## config.mk

```make
export PLATFORM = sky130hd
export DESIGN_NAME = mem_port_arbiter_flat
export DESIGN_NICKNAME = d
export VERILOG_FILES = /design/src/rtl/mem_pkg.sv /design/src/rtl/mem_port_arbiter_if.sv /design/src/rtl/mem_port_arbiter.sv /design/src/flat_wrapper.sv
export SDC_FILE = /design/constraint.sdc
export NUM_CORES = 1
export LEC_CHECK = 0
export ABC_AREA = 1
export ABC_CLOCK_PERIOD_IN_PS = 1900
export BUFFER_PORTS_ARGS = -buffer_cell sky130_fd_sc_hd__buf_4
export CORE_AREA = 2 2 129 81
export CTS_CLUSTER_SIZE = 10
export DETAILED_ROUTE_END_ITERATION = 12
export DIE_AREA = 0 0 131 83
export PLACE_DENSITY = 0.87
export SLEW_MARGIN = 10
export SYNTH_ARGS = -nofsm -noshare
export SYNTH_HDL_FRONTEND = slang
export SYNTH_SLANG_ARGS = --single-unit
```

## constraint.sdc

```tcl
create_clock -name clk_i -period 1.9 [get_ports clk_i]
set_input_delay 0.475 -clock clk_i [delete_from_list [all_inputs] [get_ports clk_i]]
set_output_delay 0.475 -clock clk_i [all_outputs]
set_load 0.005 [all_outputs]
```

## src/rtl/mem_pkg.sv

```systemverilog
// Shared types for the memory port arbiter: FSM states, owner tag, request bundle.
// Latency: n/a (types and constants only).
// Backpressure: n/a.
package mem_pkg;

  localparam int ADDR_WIDTH = 32;
  localparam int DATA_WIDTH = 32;
  localparam int BE_WIDTH   = DATA_WIDTH / 8;

  typedef enum logic [1:0] {IDLE, REQ, RESP} arb_state_e;

  typedef enum logic {OWNER_IF, OWNER_D} owner_e;

  // Attributes registered at capture and replayed on the memory port.
  typedef struct packed {
    logic                  we;
    logic [BE_WIDTH-1:0]   be;
    logic [ADDR_WIDTH-1:0] addr;
    logic [DATA_WIDTH-1:0] wdata;
  } mem_req_t;

endpackage

```

## src/rtl/mem_port_arbiter_if.sv

```systemverilog
// Bundle of the fetch, data and memory handshakes around the arbiter.
// Latency: n/a (wiring only).
// Backpressure: request/grant on each side; slave = arbiter, master = environment.
interface mem_port_arbiter_if;
  import mem_pkg::*;

  // fetch side
  logic                  if_req_i;
  logic [ADDR_WIDTH-1:0] if_addr_i;
  logic                  if_gnt_o;
  logic                  if_rvalid_o;
  logic [DATA_WIDTH-1:0] if_rdata_o;
  // data side
  logic                  d_req_i;
  logic                  d_we_i;
  logic [BE_WIDTH-1:0]   d_be_i;
  logic [ADDR_WIDTH-1:0] d_addr_i;
  logic [DATA_WIDTH-1:0] d_wdata_i;
  logic                  d_gnt_o;
  logic                  d_rvalid_o;
  logic [DATA_WIDTH-1:0] d_rdata_o;
  // memory side
  logic                  mem_req_o;
  logic                  mem_we_o;
  logic [BE_WIDTH-1:0]   mem_be_o;
  logic [ADDR_WIDTH-1:0] mem_addr_o;
  logic [DATA_WIDTH-1:0] mem_wdata_o;
  logic                  mem_gnt_i;
  logic                  mem_rvalid_i;
  logic [DATA_WIDTH-1:0] mem_rdata_i;
  logic                  proto_err_o;

  modport slave (
    input  if_req_i, if_addr_i,
    output if_gnt_o, if_rvalid_o, if_rdata_o,
    input  d_req_i, d_we_i, d_be_i, d_addr_i, d_wdata_i,
    output d_gnt_o, d_rvalid_o, d_rdata_o,
    output mem_req_o, mem_we_o, mem_be_o, mem_addr_o, mem_wdata_o,
    input  mem_gnt_i, mem_rvalid_i, mem_rdata_i,
    output proto_err_o
  );

  modport master (
    output if_req_i, if_addr_i,
    input  if_gnt_o, if_rvalid_o, if_rdata_o,
    output d_req_i, d_we_i, d_be_i, d_addr_i, d_wdata_i,
    input  d_gnt_o, d_rvalid_o, d_rdata_o,
    input  mem_req_o, mem_we_o, mem_be_o, mem_addr_o, mem_wdata_o,
    output mem_gnt_i, mem_rvalid_i, mem_rdata_i,
    input  proto_err_o
  );

endinterface

```

## src/rtl/mem_port_arbiter.sv

```systemverilog
// Shares one memory port between fetch and data paths; data-first with fetch anti-starvation.
// Latency: requester gnt in cycle 0 (comb), mem_req_o from cycle 1, response passed through same cycle.
// Backpressure: one transaction outstanding; requests wait ungranted outside IDLE, mem_gnt_i stalls REQ.
module mem_port_arbiter
  import mem_pkg::*;
#(
  parameter int STARVE_LIMIT = 4
) (
  input logic              clk_i,
  input logic              rst_ni,
  mem_port_arbiter_if.slave bus
);

  localparam int CNT_WIDTH = $clog2(STARVE_LIMIT + 1);

  arb_state_e           state_q, state_d;
  owner_e               owner_q;
  mem_req_t             req_q, req_win;
  logic [CNT_WIDTH-1:0] starve_cnt;
  logic                 any_req, win_if, capture, starved;

  assign starved = (starve_cnt == CNT_WIDTH'(STARVE_LIMIT));
  assign any_req = bus.if_req_i | bus.d_req_i;
  // Fetch only wins when data is absent or fetch has been passed over too often.
  assign win_if  = bus.if_req_i & (~bus.d_req_i | starved);
  assign capture = (state_q == IDLE) & any_req;

  // Fetch carries full byte enables and no write data.
  assign req_win = win_if ? '{we: 1'b0, be: '1, addr: bus.if_addr_i, wdata: '0}
                          : '{we: bus.d_we_i, be: bus.d_be_i, addr: bus.d_addr_i, wdata: bus.d_wdata_i};

  // State register.
  always_ff @(posedge clk_i or negedge rst_ni) begin
    if (!rst_ni) state_q <= IDLE;
    else         state_q <= state_d;
  end

  // Next-state logic: IDLE -> REQ on capture, REQ -> RESP on mem grant, RESP -> IDLE on response.
  always_comb begin
    state_d = state_q;
    case (state_q)
      IDLE:    if (any_req)          state_d = REQ;
      REQ:     if (bus.mem_gnt_i)    state_d = RESP;
      RESP:    if (bus.mem_rvalid_i) state_d = IDLE;
      default:                       state_d = IDLE;
    endcase
  end

  // Output logic: grants at capture, memory request in REQ, response routing in RESP.
  always_comb begin
    bus.if_gnt_o    = 1'b0;
    bus.d_gnt_o     = 1'b0;
    bus.mem_req_o   = 1'b0;
    bus.if_rvalid_o = 1'b0;
    bus.d_rvalid_o  = 1'b0;
    case (state_q)
      IDLE: begin
        bus.if_gnt_o = capture & win_if;
        bus.d_gnt_o  = capture & ~win_if;
      end
      REQ:  bus.mem_req_o = 1'b1;
      RESP: begin
        bus.if_rvalid_o = bus.mem_rvalid_i & (owner_q == OWNER_IF);
        bus.d_rvalid_o  = bus.mem_rvalid_i & (owner_q == OWNER_D);
      end
      default: ;
    endcase
  end

  assign bus.mem_we_o    = req_q.we;
  assign bus.mem_be_o    = req_q.be;
  assign bus.mem_addr_o  = req_q.addr;
  assign bus.mem_wdata_o = req_q.wdata;
  assign bus.if_rdata_o  = bus.mem_rdata_i;
  assign bus.d_rdata_o   = bus.mem_rdata_i;

  // Capture the winner's attributes and ownership; held untouched until the next capture.
  always_ff @(posedge clk_i or negedge rst_ni) begin
    if (!rst_ni) begin
      req_q   <= '0;
      owner_q <= OWNER_D;
    end else if (capture) begin
      req_q   <= req_win;
      owner_q <= win_if ? OWNER_IF : OWNER_D;
    end
  end

  // Count consecutive data wins over a waiting fetch, saturating at the limit.
  always_ff @(posedge clk_i or negedge rst_ni) begin
    if (!rst_ni) begin
      starve_cnt <= '0;
    end else if (capture) begin
      if (!win_if && bus.if_req_i) begin
        if (!starved) starve_cnt <= starve_cnt + 1'b1;
      end else begin
        starve_cnt <= '0;
      end
    end
  end

  // Sticky flag for a memory response with nothing outstanding; such responses are dropped.
  always_ff @(posedge clk_i or negedge rst_ni) begin
    if (!rst_ni)                                    bus.proto_err_o <= 1'b0;
    else if (bus.mem_rvalid_i && state_q != RESP)   bus.proto_err_o <= 1'b1;
  end

endmodule

```

## src/flat_wrapper.sv

```systemverilog
// flat-port wrapper written by rule: the top's interface ports become plain ports
module mem_port_arbiter_flat import mem_pkg::*;
#(
  parameter int STARVE_LIMIT = 4
)
  (clk_i, rst_ni, bus_if_req_i, bus_if_addr_i, bus_if_gnt_o, bus_if_rvalid_o, bus_if_rdata_o, bus_d_req_i, bus_d_we_i, bus_d_be_i, bus_d_addr_i, bus_d_wdata_i, bus_d_gnt_o, bus_d_rvalid_o, bus_d_rdata_o, bus_mem_req_o, bus_mem_we_o, bus_mem_be_o, bus_mem_addr_o, bus_mem_wdata_o, bus_mem_gnt_i, bus_mem_rvalid_i, bus_mem_rdata_i, bus_proto_err_o);
  mem_port_arbiter_if bus_i ();
  input logic clk_i;
  input logic rst_ni;
  input wire logic [$bits(bus_i.if_req_i)-1:0] bus_if_req_i;
  input wire logic [$bits(bus_i.if_addr_i)-1:0] bus_if_addr_i;
  output wire logic [$bits(bus_i.if_gnt_o)-1:0] bus_if_gnt_o;
  output wire logic [$bits(bus_i.if_rvalid_o)-1:0] bus_if_rvalid_o;
  output wire logic [$bits(bus_i.if_rdata_o)-1:0] bus_if_rdata_o;
  input wire logic [$bits(bus_i.d_req_i)-1:0] bus_d_req_i;
  input wire logic [$bits(bus_i.d_we_i)-1:0] bus_d_we_i;
  input wire logic [$bits(bus_i.d_be_i)-1:0] bus_d_be_i;
  input wire logic [$bits(bus_i.d_addr_i)-1:0] bus_d_addr_i;
  input wire logic [$bits(bus_i.d_wdata_i)-1:0] bus_d_wdata_i;
  output wire logic [$bits(bus_i.d_gnt_o)-1:0] bus_d_gnt_o;
  output wire logic [$bits(bus_i.d_rvalid_o)-1:0] bus_d_rvalid_o;
  output wire logic [$bits(bus_i.d_rdata_o)-1:0] bus_d_rdata_o;
  output wire logic [$bits(bus_i.mem_req_o)-1:0] bus_mem_req_o;
  output wire logic [$bits(bus_i.mem_we_o)-1:0] bus_mem_we_o;
  output wire logic [$bits(bus_i.mem_be_o)-1:0] bus_mem_be_o;
  output wire logic [$bits(bus_i.mem_addr_o)-1:0] bus_mem_addr_o;
  output wire logic [$bits(bus_i.mem_wdata_o)-1:0] bus_mem_wdata_o;
  input wire logic [$bits(bus_i.mem_gnt_i)-1:0] bus_mem_gnt_i;
  input wire logic [$bits(bus_i.mem_rvalid_i)-1:0] bus_mem_rvalid_i;
  input wire logic [$bits(bus_i.mem_rdata_i)-1:0] bus_mem_rdata_i;
  output wire logic [$bits(bus_i.proto_err_o)-1:0] bus_proto_err_o;
  assign bus_i.if_req_i = bus_if_req_i;
  assign bus_i.if_addr_i = bus_if_addr_i;
  assign bus_if_gnt_o = bus_i.if_gnt_o;
  assign bus_if_rvalid_o = bus_i.if_rvalid_o;
  assign bus_if_rdata_o = bus_i.if_rdata_o;
  assign bus_i.d_req_i = bus_d_req_i;
  assign bus_i.d_we_i = bus_d_we_i;
  assign bus_i.d_be_i = bus_d_be_i;
  assign bus_i.d_addr_i = bus_d_addr_i;
  assign bus_i.d_wdata_i = bus_d_wdata_i;
  assign bus_d_gnt_o = bus_i.d_gnt_o;
  assign bus_d_rvalid_o = bus_i.d_rvalid_o;
  assign bus_d_rdata_o = bus_i.d_rdata_o;
  assign bus_mem_req_o = bus_i.mem_req_o;
  assign bus_mem_we_o = bus_i.mem_we_o;
  assign bus_mem_be_o = bus_i.mem_be_o;
  assign bus_mem_addr_o = bus_i.mem_addr_o;
  assign bus_mem_wdata_o = bus_i.mem_wdata_o;
  assign bus_i.mem_gnt_i = bus_mem_gnt_i;
  assign bus_i.mem_rvalid_i = bus_mem_rvalid_i;
  assign bus_i.mem_rdata_i = bus_mem_rdata_i;
  assign bus_proto_err_o = bus_i.proto_err_o;
  mem_port_arbiter #(.STARVE_LIMIT(STARVE_LIMIT)) u_core (.clk_i(clk_i), .rst_ni(rst_ni), .bus(bus_i));
endmodule
```

======== Word-level counts from Yosys, hierarchy flattened ========
Cells that the tools add are included.
word-level totals
  bits in registers ....................... 76
  output and inout bits ................... 139
  logic and storage cells ................. 47
operators by class
  add/subtract/negate cells ............... 1
  eq/ne operators ......................... 8
  multiplexer cells ....................... 13
  bitwise logic cells ..................... 11
  reductions and logical operators ........ 6
operators with widths
  operator                                               number
  two-way mux 69 bit                                     1
  inequality test 2 bit, second input constant           4
  AND 1 bit                                              6
  two-way mux 1 bit                                      6
  two-way mux 2 bit                                      3
  two-way mux 3 bit                                      2
  one-hot mux 2 bit (3 select lines)                     1
  adder 3 x 1 -> 3 bit, second input constant            1
  equality test 3 bit, second input constant             1
  inverter 1 bit                                         3
  AND reduction 3 bit                                    1
  equality test 2 x 1 -> 1 bit, second input constant    1
  equality test 2 bit, second input constant             1
  logical AND 1 bit                                      2
  zero test 2 bit                                        1
  inequality test 2 x 1 -> 1 bit, second input constant  1
  bitwise OR 1 bit                                       2
  AND reduction 2 bit                                    1
  zero test 1 bit                                        1

======== Depth between registers and ports, before layout ========
Gate-level depths: netlist of the first run.
  depth in word-level cells ............... 7
  depth in mapped cells ................... 9
  gate-level depth less buffers ........... 8

======== Worst setup path after synthesis of the first run ========
No wires, ideal clock.
  path type ............................... register -> output
  from .................................... register u_core.starve_cnt[0]
  to ...................................... output bus_d_gnt_o
  arrival ................................. 1.204 ns
  data required time ...................... 1.425 ns
  path slack .............................. 0.221 ns
  cell stages (with the launch flop) ...... 9
  cells stage by stage .................... dfrtp_1 > inv_1 > ha_1 > nand2_1 > nand2_1 > nand2_2 > buf_2 > nand2_1 > inv_1
between the ends
  word-level cells in the longest chain between the ends .. 6
ends and longest elaborated chain
  element                 RTL line                source
  from (decl)             mem_port_arbiter.sv:19  logic [CNT_WIDTH-1:0] starve_cnt;
  from (signal assigned)  mem_port_arbiter.sv:94  if (!starved) starve_cnt <= starve_cnt + 1'b1;
  equality test 3 bit     mem_port_arbiter.sv:22  assign starved = (starve_cnt == CNT_WIDTH'(STARVE_LIMIT));
  bitwise OR 1 bit        mem_port_arbiter.sv:25  assign win_if = bus.if_req_i & (~bus.d_req_i | starved);
  AND 1 bit               mem_port_arbiter.sv:25
  inverter 1 bit          mem_port_arbiter.sv:59  bus.d_gnt_o = capture & ~win_if;
  AND 1 bit               mem_port_arbiter.sv:59
  two-way mux 1 bit       mem_port_arbiter.sv:56  case (state_q)
  to (decl)               flat_wrapper.sv:20      output wire logic [$bits(bus_i.d_gnt_o)-1:0] bus_d_gnt_o;
No other way between the ends.

======== Final worst setup path of the first run ========
  from .................................... register u_core.starve_cnt[1]
  to ...................................... output bus_d_gnt_o
Same word-level chain as after synthesis.

==> run_results.csv, run 1 <==
group,metric,value,unit
floorplanning,die_w,131,um
yosys,synth_sequential_area_ratio,49.0,%
route,detail_route.iter0.violations,218,
cts,numCtsBuffers,9,
floorplanning,placeableCoreArea,9630,um2
layout,filler_cell_count,861,
place,globalplace.congestion,0.810,
floorplanning,ioPinCount,278,
cts,ctsRootBufferMaster,"sky130_fd_sc_hd__clkbuf_16",
sta,final_hold_viol_count,0,
route,detail_route.wl_per_cell,14.9,um
cts,clk_pin_slew_worst_paths,0.06,ns
sta,clock_skew,0.00794,ns
pwr,powerDensity,1470,nW/um2
route,post-route-drc-count,0,
floorplanning,die_area,10900,um2
worst_setup_path,critical_path_start_type,"register",
route,route.detailed.vias_per_inst,5.04,
layout,num_antenna_cells,0,
status,status,"completed",
global_routing,grt_pass1_wl,16600,um
global_routing,grt_overflow_total,0,
global_routing,grt_usage,19.2,%
yosys,ys.flop_type,"sky130_fd_sc_hd__dfrtp_1",
sta,post-route-min-period,1.89,ns
route,drt.antenna.violating_nets,0,
layout,area_growth,34.1,%
floorplanning,core.rowCount,28,
sta,achievable-frequency,0.530,GHz
place,placed_cell_area,4880,um2
yosys,yosysWarningCount,0,
pwr,finalPower,7.64,mW
floorplanning,initial_core_util,40.3,%
pwr,power_leakage,2.72,nW
worst_setup_path,critPathKind,"register to primary output",
worst_setup_path,cp_data_required_time,1.42,ns
yosys,synth_seq_cells,76,
route,number_of_search_and_repair_iterations_in_the_first_detailed_routing_pass,4,
job,max-cap-violations,0,
route,vias,3582,
cts,clock_sink_count,76,
cts,clock_h_tree_levels,3,
sta,setup_violations,0,
route,wirelength,10600,um
sta,relSlewSlack,71.3,%
min_path,timing.hold.worst.class,"primary input to async pin",
worst_setup_path,crit_path_end_kind,"primary output",
layout,drive_gt1_share,38.4,%
layout,final_design_area_no_fill,5210,um2
yosys,syn-mean-instance-area,8.46,um2
place,dpl_worst_slack,0.296,ns
place,dp.final_hpwl,7760,um
yosys,synthesis.nets,600,
worst_setup_path,reg2reg_setup_slack,0.28,ns
sta,post-route-worst-setup-slack,0.0133,ns
worst_setup_path,cp-startpoint,"u_core.starve_cnt[1]",
sta,post_route_fraction_of_the_period_consumed_by_the_critical_path,99.3,%
sta,timing_worst_slew_pin_value,0.431,ns
place,port-buffer-count,181,
global_routing,number_of_antenna_violations_at_the_first_check_in_global_routing,0,
floorplanning,fp.dieH,83,um
yosys,async_set_or_reset_register_ratio_after_synthesis,100,%
worst_setup_path,r2r-start,"u_core.starve_cnt[1]",
yosys,synth_enable_flop_cells,0,
cts,clockBufferDepth,2,
sta,rsz0062_at_grt,"yes",
sta,fin_tns_setup,0,ns
yosys,yosysUniqueCellTypes,21,
cts,clk_latency,0.32,ns
yosys,syn_area,3880,um2
worst_setup_path,worstPathMaxFanout,4,
worst_setup_path,cp_data_arrival_time,1.41,ns
yosys,synthCells,459,
layout,finalNetCount,712,
global_routing,first_global_vias,3409,
cts,cts_tree,"built",
global_routing,grt_start_max_net_pins,68,
sta,final_number_of_max_transition_violations,0,
pwr,vdd_ir_drop_max,0.000652,V
cells in the final DEF (no fill, tap or decap), drive strengths merged:
cell type / instances
a21o: 1
buf: 197
clkbuf: 13
clkinv: 3
dfrtp: 75
dfstp: 1
ha: 2
inv: 12
nand2: 126
nand3: 68
nand4: 32
nor2: 5
nor3: 2
o21ai: 37
o31ai: 1
xor2: 1
timing repair:
action,4_1_cts,5_1_grt
resized for setup,2,9
pin swaps,1,4
hold buffers,0,0
setup endpoints to repair,2,2
setup buffers,3,2
power breakdown:
part / total [mW] / leakage (nW) / internal (mW) / switching (mW)
combinational: 3.33 / 1.65 / 1.65 / 1.68
clock: 1.48 / 0.127 / 0.879 / 0.603
sequential: 2.83 / 0.942 / 2.38 / 0.449
total: 7.64 / 2.72 / 4.91 / 2.73
cells in the mapped netlist, types with 2 or more instances:
master / n / share of area, %
sky130_fd_sc_hd__nand2_1: 125 / 12
sky130_fd_sc_hd__dfrtp_1: 75 / 48
sky130_fd_sc_hd__nand3_1: 68 / 8.8
sky130_fd_sc_hd__buf_4: 67 / 13
sky130_fd_sc_hd__nand4_1: 32 / 5.2
sky130_fd_sc_hd__o21ai_0: 23 / 3.0
sky130_fd_sc_hd__buf_2: 14 / 1.8
sky130_fd_sc_hd__clkbuf_1: 14 / 1.4
sky130_fd_sc_hd__o21ai_1: 13 / 1.7
sky130_fd_sc_hd__inv_1: 12 / 1.2
sky130_fd_sc_hd__nor2_1: 4 / 0.39
sky130_fd_sc_hd__ha_1: 2 / 0.64
sky130_fd_sc_hd__nor3_1: 2 / 0.26
stage by stage:
stage,utilization (%),hold slack (ns),instances
after global routing,54.1,0.0626,711
after global placement,50.7,0.393,690
after CTS,53.6,0.0457,709
after floorplan,-,0.179,459
final,54.1,0.0448,711
after detailed placement,50.7,0.401,690
cell type report:
class	count	area, um2	share of cell area (%)
flip-flops and latches	76	1900	36.5
repair buffers	197	1510	29.0
multi-input cells	275	1330	25.5
clock buffers	13	240	4.61
well taps	135	169	3.24
inverters	12	45.0	0.865
clock inverters	3	15.0	0.288
sequential cells by signal (all words and copies together), names as in the netlist:
signal and cells:
u_core.bus.mem_addr_o 32, u_core.bus.mem_wdata_o 32, u_core.bus.mem_be_o 4, u_core.starve_cnt 3, u_core.state_q 2, u_core.bus.mem_we_o 1
u_core.bus.proto_err_o 1, u_core.owner_q 1
worst max-delay path, stage by stage, from the launching register on:
cell and delay (ns):
sky130_fd_sc_hd__dfrtp_1 0.39, sky130_fd_sc_hd__inv_1 0.07, sky130_fd_sc_hd__ha_2 0.17, sky130_fd_sc_hd__nand2_2 0.06
sky130_fd_sc_hd__nand2_2 0.10, sky130_fd_sc_hd__nand2_4 0.08, sky130_fd_sc_hd__nand2_4 0.08, sky130_fd_sc_hd__inv_2 0.03
sky130_fd_sc_hd__buf_6 0.10
cells by family (layout without fill, tap and decap cells):
| group | after synthesis | in the layout | synth area share, % |
|---|---|---|---|
| adders and majority gates | 2 | 2 | 0.644 |
| AOI/OAI and AO/OA | 39 | 39 | 5.45 |
| DFF | 76 | 76 | 49.0 |
| buffers and inverters | 108 | 225 | 17.6 |
| and+or+nand+nor | 233 | 233 | 27.1 |
| xor gates and xnor gates | 1 | 1 | 0.226 |
worst paths after layout:
kind | endpoint | depth (start not counted)
setup reg to reg | u_core.bus.mem_wdata_o[9] | 9
setup / recovery | bus_d_gnt_o | 8
max in group asynchronous | u_core.bus.mem_addr_o[7] | 2
hold / removal | u_core.bus.mem_be_o[3] | 1
hold reg to reg | u_core.bus.proto_err_o | 1
min in group clk_i | u_core.state_q[0] | 2
per-layer routing:
| layer | vias to the layer above | part of all wire (%) | GRT usage, % |
|---|---|---|---|
| li1 | 1685 | - | - |
| met1 | 1667 | 41 | 24.0 |
| met2 | 211 | 45 | 29.2 |
| met3 | 17 | 12 | 9.41 |
| met4 | 2 | 1.4 | 5.32 |
| met5 | - | 0.28 | 1.96 |
Power figures use the tool's default switching activity.
==> run 2, diff against run 1 <==
Settings changed: ABC_CLOCK_PERIOD_IN_PS 1900 to 1520, CORE_AREA 2 2 129 81 to 2 2 136 85, DIE_AREA 0 0 131 83 to 0 0 138 87, PLACE_DENSITY 0.87 to 0.83.
Clock period 1.9 ns to 1.52 ns, I/O delays scaled along.
==> run 2 against run 1 <==
Compared with the run above: register-to-register slack got worse by 0.50 ns; routed wire length grew 4.7%; utilization decreased by 3.5 points; highest routed layer is now met4; the flow now finishes with violations (negative setup slack).
==> run_results.csv, run 2 (synthesis gave the netlist of run 1 again) <==
group,metric,value,unit
cts,ctsRootBufferMaster,"sky130_fd_sc_hd__clkbuf_16",
global_routing,globalRouteMet3Util,8.36,%
worst_setup_path,worst_path_dominant_cell_family,"flip-flops",
sta,final.hold.worst_slack,0.0370,ns
pwr,power_switching,3.56,mW
route,detail_route.wl_per_cell,15.2,um
pwr,vdd_ir_drop_max,0.000760,V
sta,achievable-frequency,0.568,GHz
layout,drive_gt1_share,41.8,%
sta,rsz0062_at_grt,"yes",
cts,cts_tree,"built",
worst_setup_path,cpPeakStageDelay,0.40,ns
pwr,switching_share,35.3,%
worst_setup_path,critical_path_start_type,"register",
cts,clock_sink_count,76,
global_routing,grt_pass1_wl,17600,um
worst_setup_path,cp_num_buf_inv,3,
global_routing,global_route.usage.met2,26.6,%
sta,setup_violations,43,
floorplanning,ioPinCount,278,
status,status,"complete, but fails checks",
layout,area_growth,41.8,%
place,placed_cell_area,4930,um2
worst_setup_path,path_cells,"inv_2 -> ha_4 -> nand2_4 -> nand2_4 -> nand2_4 -> nand2_4 -> inv_2 -> buf_6",
sta,post-route-min-period,1.76,ns
pwr,comb_power_share,44.5,%
layout,final_design_area_no_fill,5510,um2
layout,num_antenna_cells,0,
layout,finalNetCount,724,
worst_setup_path,critPathKind,"register to primary output",
cts,numCtsBuffers,9,
sta,final_hold_viol_count,0,
global_routing,grt_start_max_net_pins,77,
place,globalplace.congestion,0.779,
floorplanning,initial_core_util,35.7,%
sta,final_number_of_max_transition_violations,0,
layout,mostFrequentLayoutCell,"sky130_fd_sc_hd__buf_4",
sta,timing_worst_slew_pin_value,0.430,ns
cts,postCtsHoldBufs,0,
cts,clk_latency,0.33,ns
cts,clock_h_tree_levels,3,
worst_setup_path,worstPathMaxFanout,4,
sta,post-route-worst-setup-slack,-0.242,ns
global_routing,first_global_vias,3437,
worst_setup_path,reg2reg_setup_slack,-0.22,ns
pwr,power.clock.fraction,20.3,%
worst_setup_path,cp_data_required_time,1.14,ns
floorplanning,placeableCoreArea,10900,um2
pwr,power_leakage,2.85,nW
global_routing,met1_usage,23.9,%
floorplanning,die_area,12000,um2
worst_setup_path,cp_slowest_cell,"sky130_fd_sc_hd__dfrtp_1",
global_routing,globalRoute.busiestLayer,"met2",
layout,layout_common_cells,"sky130_fd_sc_hd__buf_4, sky130_fd_sc_hd__nand2_1, sky130_fd_sc_hd__dfrtp_1",
route,detail_route.iter0.violations,307,
place,dp.final_hpwl,7620,um
job,max-cap-violations,0,
route,vias,3671,
worst_setup_path,crit_path_end_kind,"primary output",
worst_setup_path,cp_data_arrival_time,1.38,ns
global_routing,number_of_antenna_violations_at_the_first_check_in_global_routing,0,
route,wirelength,11100,um
status,failing_checks,"negative setup slack",
pwr,powerDensity,1830,nW/um2
global_routing,grt_usage,18.2,%
floorplanning,die_w,138,um
floorplanning,core.rowCount,30,
sta,clock_skew,0.00714,ns
route,post-route-drc-count,0,
min_path,timing.hold.worst.class,"primary input to async pin",
route,number_of_search_and_repair_iterations_in_the_first_detailed_routing_pass,5,
cts,clk_pin_slew_worst_paths,0.06,ns
layout,filler_cell_count,978,
pwr,sequentialPowerShare,35.2,%
sta,post_route_fraction_of_the_period_consumed_by_the_critical_path,116,%
route,drt.antenna.violating_nets,0,
layout,postLayoutCoreUtil,50.6,%
worst_setup_path,cell_mode_on_critical_path,"sky130_fd_sc_hd__nand2_4",
sta,relSlewSlack,71.4,%
place,port-buffer-count,181,
global_routing,grt_overflow_total,0,
floorplanning,fp.dieH,87,um
pwr,cellInternalPower,6.52,mW
cts,clockBufferDepth,2,
sta,fin_tns_setup,-2.87,ns
route,route.detailed.vias_per_inst,5.02,
place,dpl_worst_slack,-0.141,ns
run 2: repair_timing:
| item | in CTS | in global routing |
|---|---|---|
| endpoints found under the setup margin | 44 | 74 |
| pin swaps | 3 | 4 |
| setup buffers | 12 | 4 |
| gates resized for setup | 25 | 11 |
| cloned | 2 | 0 |
run 2: worst paths after layout:
kind                                           startpoint                         end  cells after the start
worst max-delay path                 u_core.starve_cnt[1]                 bus_d_gnt_o                      8
min in group clk_i                          bus_mem_gnt_i           u_core.state_q[0]                      2
worst min-delay path                               rst_ni  u_core.bus.mem_wdata_o[27]                      2
worst min register to register  u_core.bus.mem_wdata_o[7]   u_core.bus.mem_wdata_o[7]                      2
max in group asynchronous                          rst_ni              u_core.owner_q                      2
worst max register to register       u_core.starve_cnt[1]        u_core.starve_cnt[2]                     13
run 2: area by class of cell:
| class | instances | area, um2 | share of cell area, % |
|---|---|---|---|
| timing repair buffer | 209 | 1700 | 31.0 |
| clock buffer | 11 | 233 | 4.23 |
| clock inverter | 5 | 52.6 | 0.955 |
| tap | 144 | 180 | 3.27 |
| sequential | 76 | 1900 | 34.6 |
| multi-input combinational | 275 | 1380 | 25.1 |
| inverter | 12 | 47.5 | 0.864 |
run 2: per-layer routing:
metal,vias up,share of wire (%)
li1,1711,-
met1,1702,42
met2,241,44
met3,17,12
met4,0,1.2
met5,-,0
run 2: worst register-to-register path, delay by kind of cell, from the launching register on:
| family | cells | cell delay [ns] |
|---|---|---|
| adder cells (fa/ha/maj) | 1 | 0.14 |
| flip-flops | 1 | 0.40 |
| AND/OR/NAND/NOR | 4 | 0.25 |
| buffers and inverters | 8 | 0.84 |
run 2: power groups by stage:
stage	combinational, mW	clock [mW]	sequential (mW)
3_5_place_dp	4.17	0	3.56
6_report	4.48	2.05	3.55
5_1_grt	4.94	2.22	3.66
2_1_floorplan	2.03	0	3.55
4_1_cts	4.39	2.11	3.55
3_3_place_gp	4.04	0	3.52
run 2: metrics by stage:
stage | instances | power (mW)
floorplan | 459 | 5.58
global placement | 699 | 7.56
detailed placement | 699 | 7.73
CTS | 728 | 10.0
global route | 732 | 10.8
finish | 732 | 10.1
==> run 3, diff against run 2 <==
Settings changed: ABC_CLOCK_PERIOD_IN_PS 1520 to 1410, CORE_AREA 2 2 136 85 to 2 2 109 111, DIE_AREA 0 0 138 87 to 0 0 111 113, PLACE_DENSITY 0.83 to 0.8, REMOVE_ABC_BUFFERS set to 1.
Clock period 1.52 ns to 1.41 ns, I/O delays scaled along.
==> run 3 against run 2 <==
Compared with the run above: combinational power rose by 15%; hold slack got worse by 0.016 ns; non-clock buffer count rose by 11; register-to-register slack improved by 0.02 ns; clock power barely moved; worst setup slack got worse by 0.056 ns; largest cell class is now buffers; final area rose by 3.9%; die area rose by 4.5%; sequential cell count did not move; the flow still finishes with violations (negative setup slack).
==> run_results.csv, run 3 (synthesis gave the netlist of run 1 again) <==
group,metric,value,unit
status,status,"complete, but fails checks",
status,failing_checks,"negative setup slack",
cts,ctsRootBufferMaster,"sky130_fd_sc_hd__clkbuf_16",
cts,clk_latency,0.33,ns
floorplanning,initial_core_util,34.4,%
layout,mostFrequentLayoutCell,"sky130_fd_sc_hd__buf_4",
floorplanning,ioPinCount,278,
place,dp.final_hpwl,9600,um
floorplanning,die_area,12500,um2
sta,setup_violations,74,
worst_setup_path,crit_path_end_kind,"primary output",
layout,area_growth,47.3,%
job,max-cap-violations,0,
global_routing,globalRouteMet3Util,13.4,%
global_routing,grt_overflow_total,0,
cts,postCtsHoldBufs,0,
cts,cts_tree,"built",
pwr,switching_share,35.8,%
sta,post-route-worst-setup-slack,-0.297,ns
global_routing,globalRoute.busiestLayer,"met2",
place,dpl_worst_slack,-0.216,ns
layout,drive_gt1_share,43.2,%
global_routing,first_global_vias,3759,
worst_setup_path,cell_mode_on_critical_path,"sky130_fd_sc_hd__nand2_4",
global_routing,grt_start_max_net_pins,77,
cts,clock_h_tree_levels,3,
floorplanning,die_w,111,um
route,drt.antenna.violating_nets,0,
place,placed_cell_area,4960,um2
layout,layout_common_cells,"sky130_fd_sc_hd__buf_4, sky130_fd_sc_hd__nand2_1, sky130_fd_sc_hd__dfrtp_1",
global_routing,grt_pass1_wl,20600,um
sta,timing_worst_slew_pin_value,0.417,ns
sta,post-route-min-period,1.71,ns
route,number_of_search_and_repair_iterations_in_the_first_detailed_routing_pass,4,
cts,clockBufferDepth,2,
route,wirelength,13900,um
sta,clock_skew,0.00820,ns
route,detail_route.iter0.violations,263,
worst_setup_path,critPathKind,"register to primary output",
worst_setup_path,cp_data_arrival_time,1.35,ns
cts,clk_pin_slew_worst_paths,0.06,ns
floorplanning,core.rowCount,39,
layout,final_design_area_no_fill,5720,um2
route,vias,3772,
worst_setup_path,path_cells,"inv_2 -> ha_4 -> nand2_4 -> nand2_4 -> nand2_4 -> nand2_4 -> inv_2 -> buf_6",
route,post-route-drc-count,0,
global_routing,global_route.usage.met2,29.1,%
worst_setup_path,cp_data_required_time,1.06,ns
sta,final_number_of_max_transition_violations,0,
cts,numCtsBuffers,9,
sta,final_hold_viol_count,0,
worst_setup_path,critical_path_start_type,"register",
place,globalplace.congestion,0.817,
pwr,cellInternalPower,7.09,mW
floorplanning,fp.dieH,113,um
layout,postLayoutCoreUtil,50.7,%
place,port-buffer-count,181,
min_path,timing.hold.worst.class,"primary input to async pin",
sta,final.hold.worst_slack,0.0208,ns
worst_setup_path,worstPathMaxFanout,3,
cts,clock_sink_count,76,
sta,achievable-frequency,0.586,GHz
route,detail_route.wl_per_cell,18.8,um
sta,relSlewSlack,72.2,%
pwr,power_leakage,2.96,nW
sta,rsz0062_at_grt,"yes",
pwr,sequentialPowerShare,34.7,%
layout,num_antenna_cells,0,
layout,finalNetCount,735,
pwr,vdd_ir_drop_max,0.00100,V
floorplanning,placeableCoreArea,11300,um2
global_routing,grt_usage,21.5,%
pwr,comb_power_share,46.6,%
global_routing,number_of_antenna_violations_at_the_first_check_in_global_routing,0,
pwr,powerDensity,1930,nW/um2
route,route.detailed.vias_per_inst,5.08,
pwr,power.clock.fraction,18.8,%
sta,post_route_fraction_of_the_period_consumed_by_the_critical_path,121,%
worst_setup_path,cpPeakStageDelay,0.39,ns
global_routing,met1_usage,26.9,%
worst_setup_path,cp_slowest_cell,"sky130_fd_sc_hd__dfrtp_1",
pwr,power_switching,3.95,mW
## run 3: changes by cell type in the layout (fill, tap and decap cells not counted), moves of 2 or more
cell / change
sky130_fd_sc_hd__buf_12: +3
sky130_fd_sc_hd__clkbuf_1: +2
sky130_fd_sc_hd__o21ai_1: +11
sky130_fd_sc_hd__inv_1: +2
sky130_fd_sc_hd__bufbuf_16: -2
sky130_fd_sc_hd__o21ai_0: -13
sky130_fd_sc_hd__o21ai_2: +2
sky130_fd_sc_hd__buf_16: +6
sky130_fd_sc_hd__nand2_2: +4
sky130_fd_sc_hd__nand2_1: -5
sky130_fd_sc_hd__clkbuf_16: +2
sky130_fd_sc_hd__buf_4: +2
## run 3: layout make-up
cell class              count  area (um2)
multi-input cells         275        1400
clock buffers              14         254
well taps                 143         179
inverters                  12        45.0
repair buffers            220        1930
flip-flops and latches     76        1900
fillers                  1016        5550
clock inverters             2        10.0
## run 3: power by group through the flow
stage / registers, mW / clock network [mW] / logic (mW)
after floorplan: 3.83 / 0 / 1.83
after global placement: 3.80 / 0 / 4.50
after detailed placement: 3.82 / 0 / 4.64
after CTS: 3.82 / 2.13 / 5.00
after global routing: 3.94 / 2.22 / 5.64
final: 3.83 / 2.07 / 5.14
## run 3: worst paths after layout
check | cells after the start | slack, ns | startpoint | to
min in group clk_i | 2 | 0.21 | bus_mem_gnt_i | u_core.state_q[0]
hold / removal | 2 | 0.02 | rst_ni | u_core.bus.mem_wdata_o[26]
setup reg to reg | 11 | -0.20 | u_core.starve_cnt[0] | u_core.bus.mem_addr_o[9]
max in group asynchronous | 2 | 1.04 | rst_ni | u_core.owner_q
hold reg to reg | 1 | 0.48 | u_core.bus.proto_err_o | u_core.bus.proto_err_o
setup / recovery | 8 | -0.30 | u_core.starve_cnt[0] | bus_d_gnt_o
## run 3: layer usage
layer | vias up | part of all wire [%]
li1 | 1738 | -
met1 | 1734 | 41
met2 | 273 | 41
met3 | 23 | 15
met4 | 4 | 1.7
met5 | - | 0.95
## run 3: timing repair
action | in CTS | in global routing
hold endpoints to repair | 0 | 0
pin swaps | 4 | 5
buffers inserted | 11 | 6
gates resized for setup | 45 | 21
gates cloned | 5 | 2
setup endpoints to repair | 74 | 75
## run 3: per-stage QoR
| stage | TNS [ns] | total power, mW | cells |
|---|---|---|---|
| final | -10.07 | 11.0 | 742 |
| after global routing | -15.77 | 11.8 | 742 |
| after CTS | -16.92 | 10.9 | 736 |
| after detailed placement | -6.13 | 8.46 | 704 |
| after global placement | -2.73 | 8.31 | 704 |
| after floorplan | -66.54 | 5.66 | 363 |
## run 3: critical path, delay by kind of cell (launching register included)
family	cells	cell delay, ns
flops	1	0.39
fa+ha+maj	1	0.13
buf+inv	3	0.22
simple gates	4	0.29
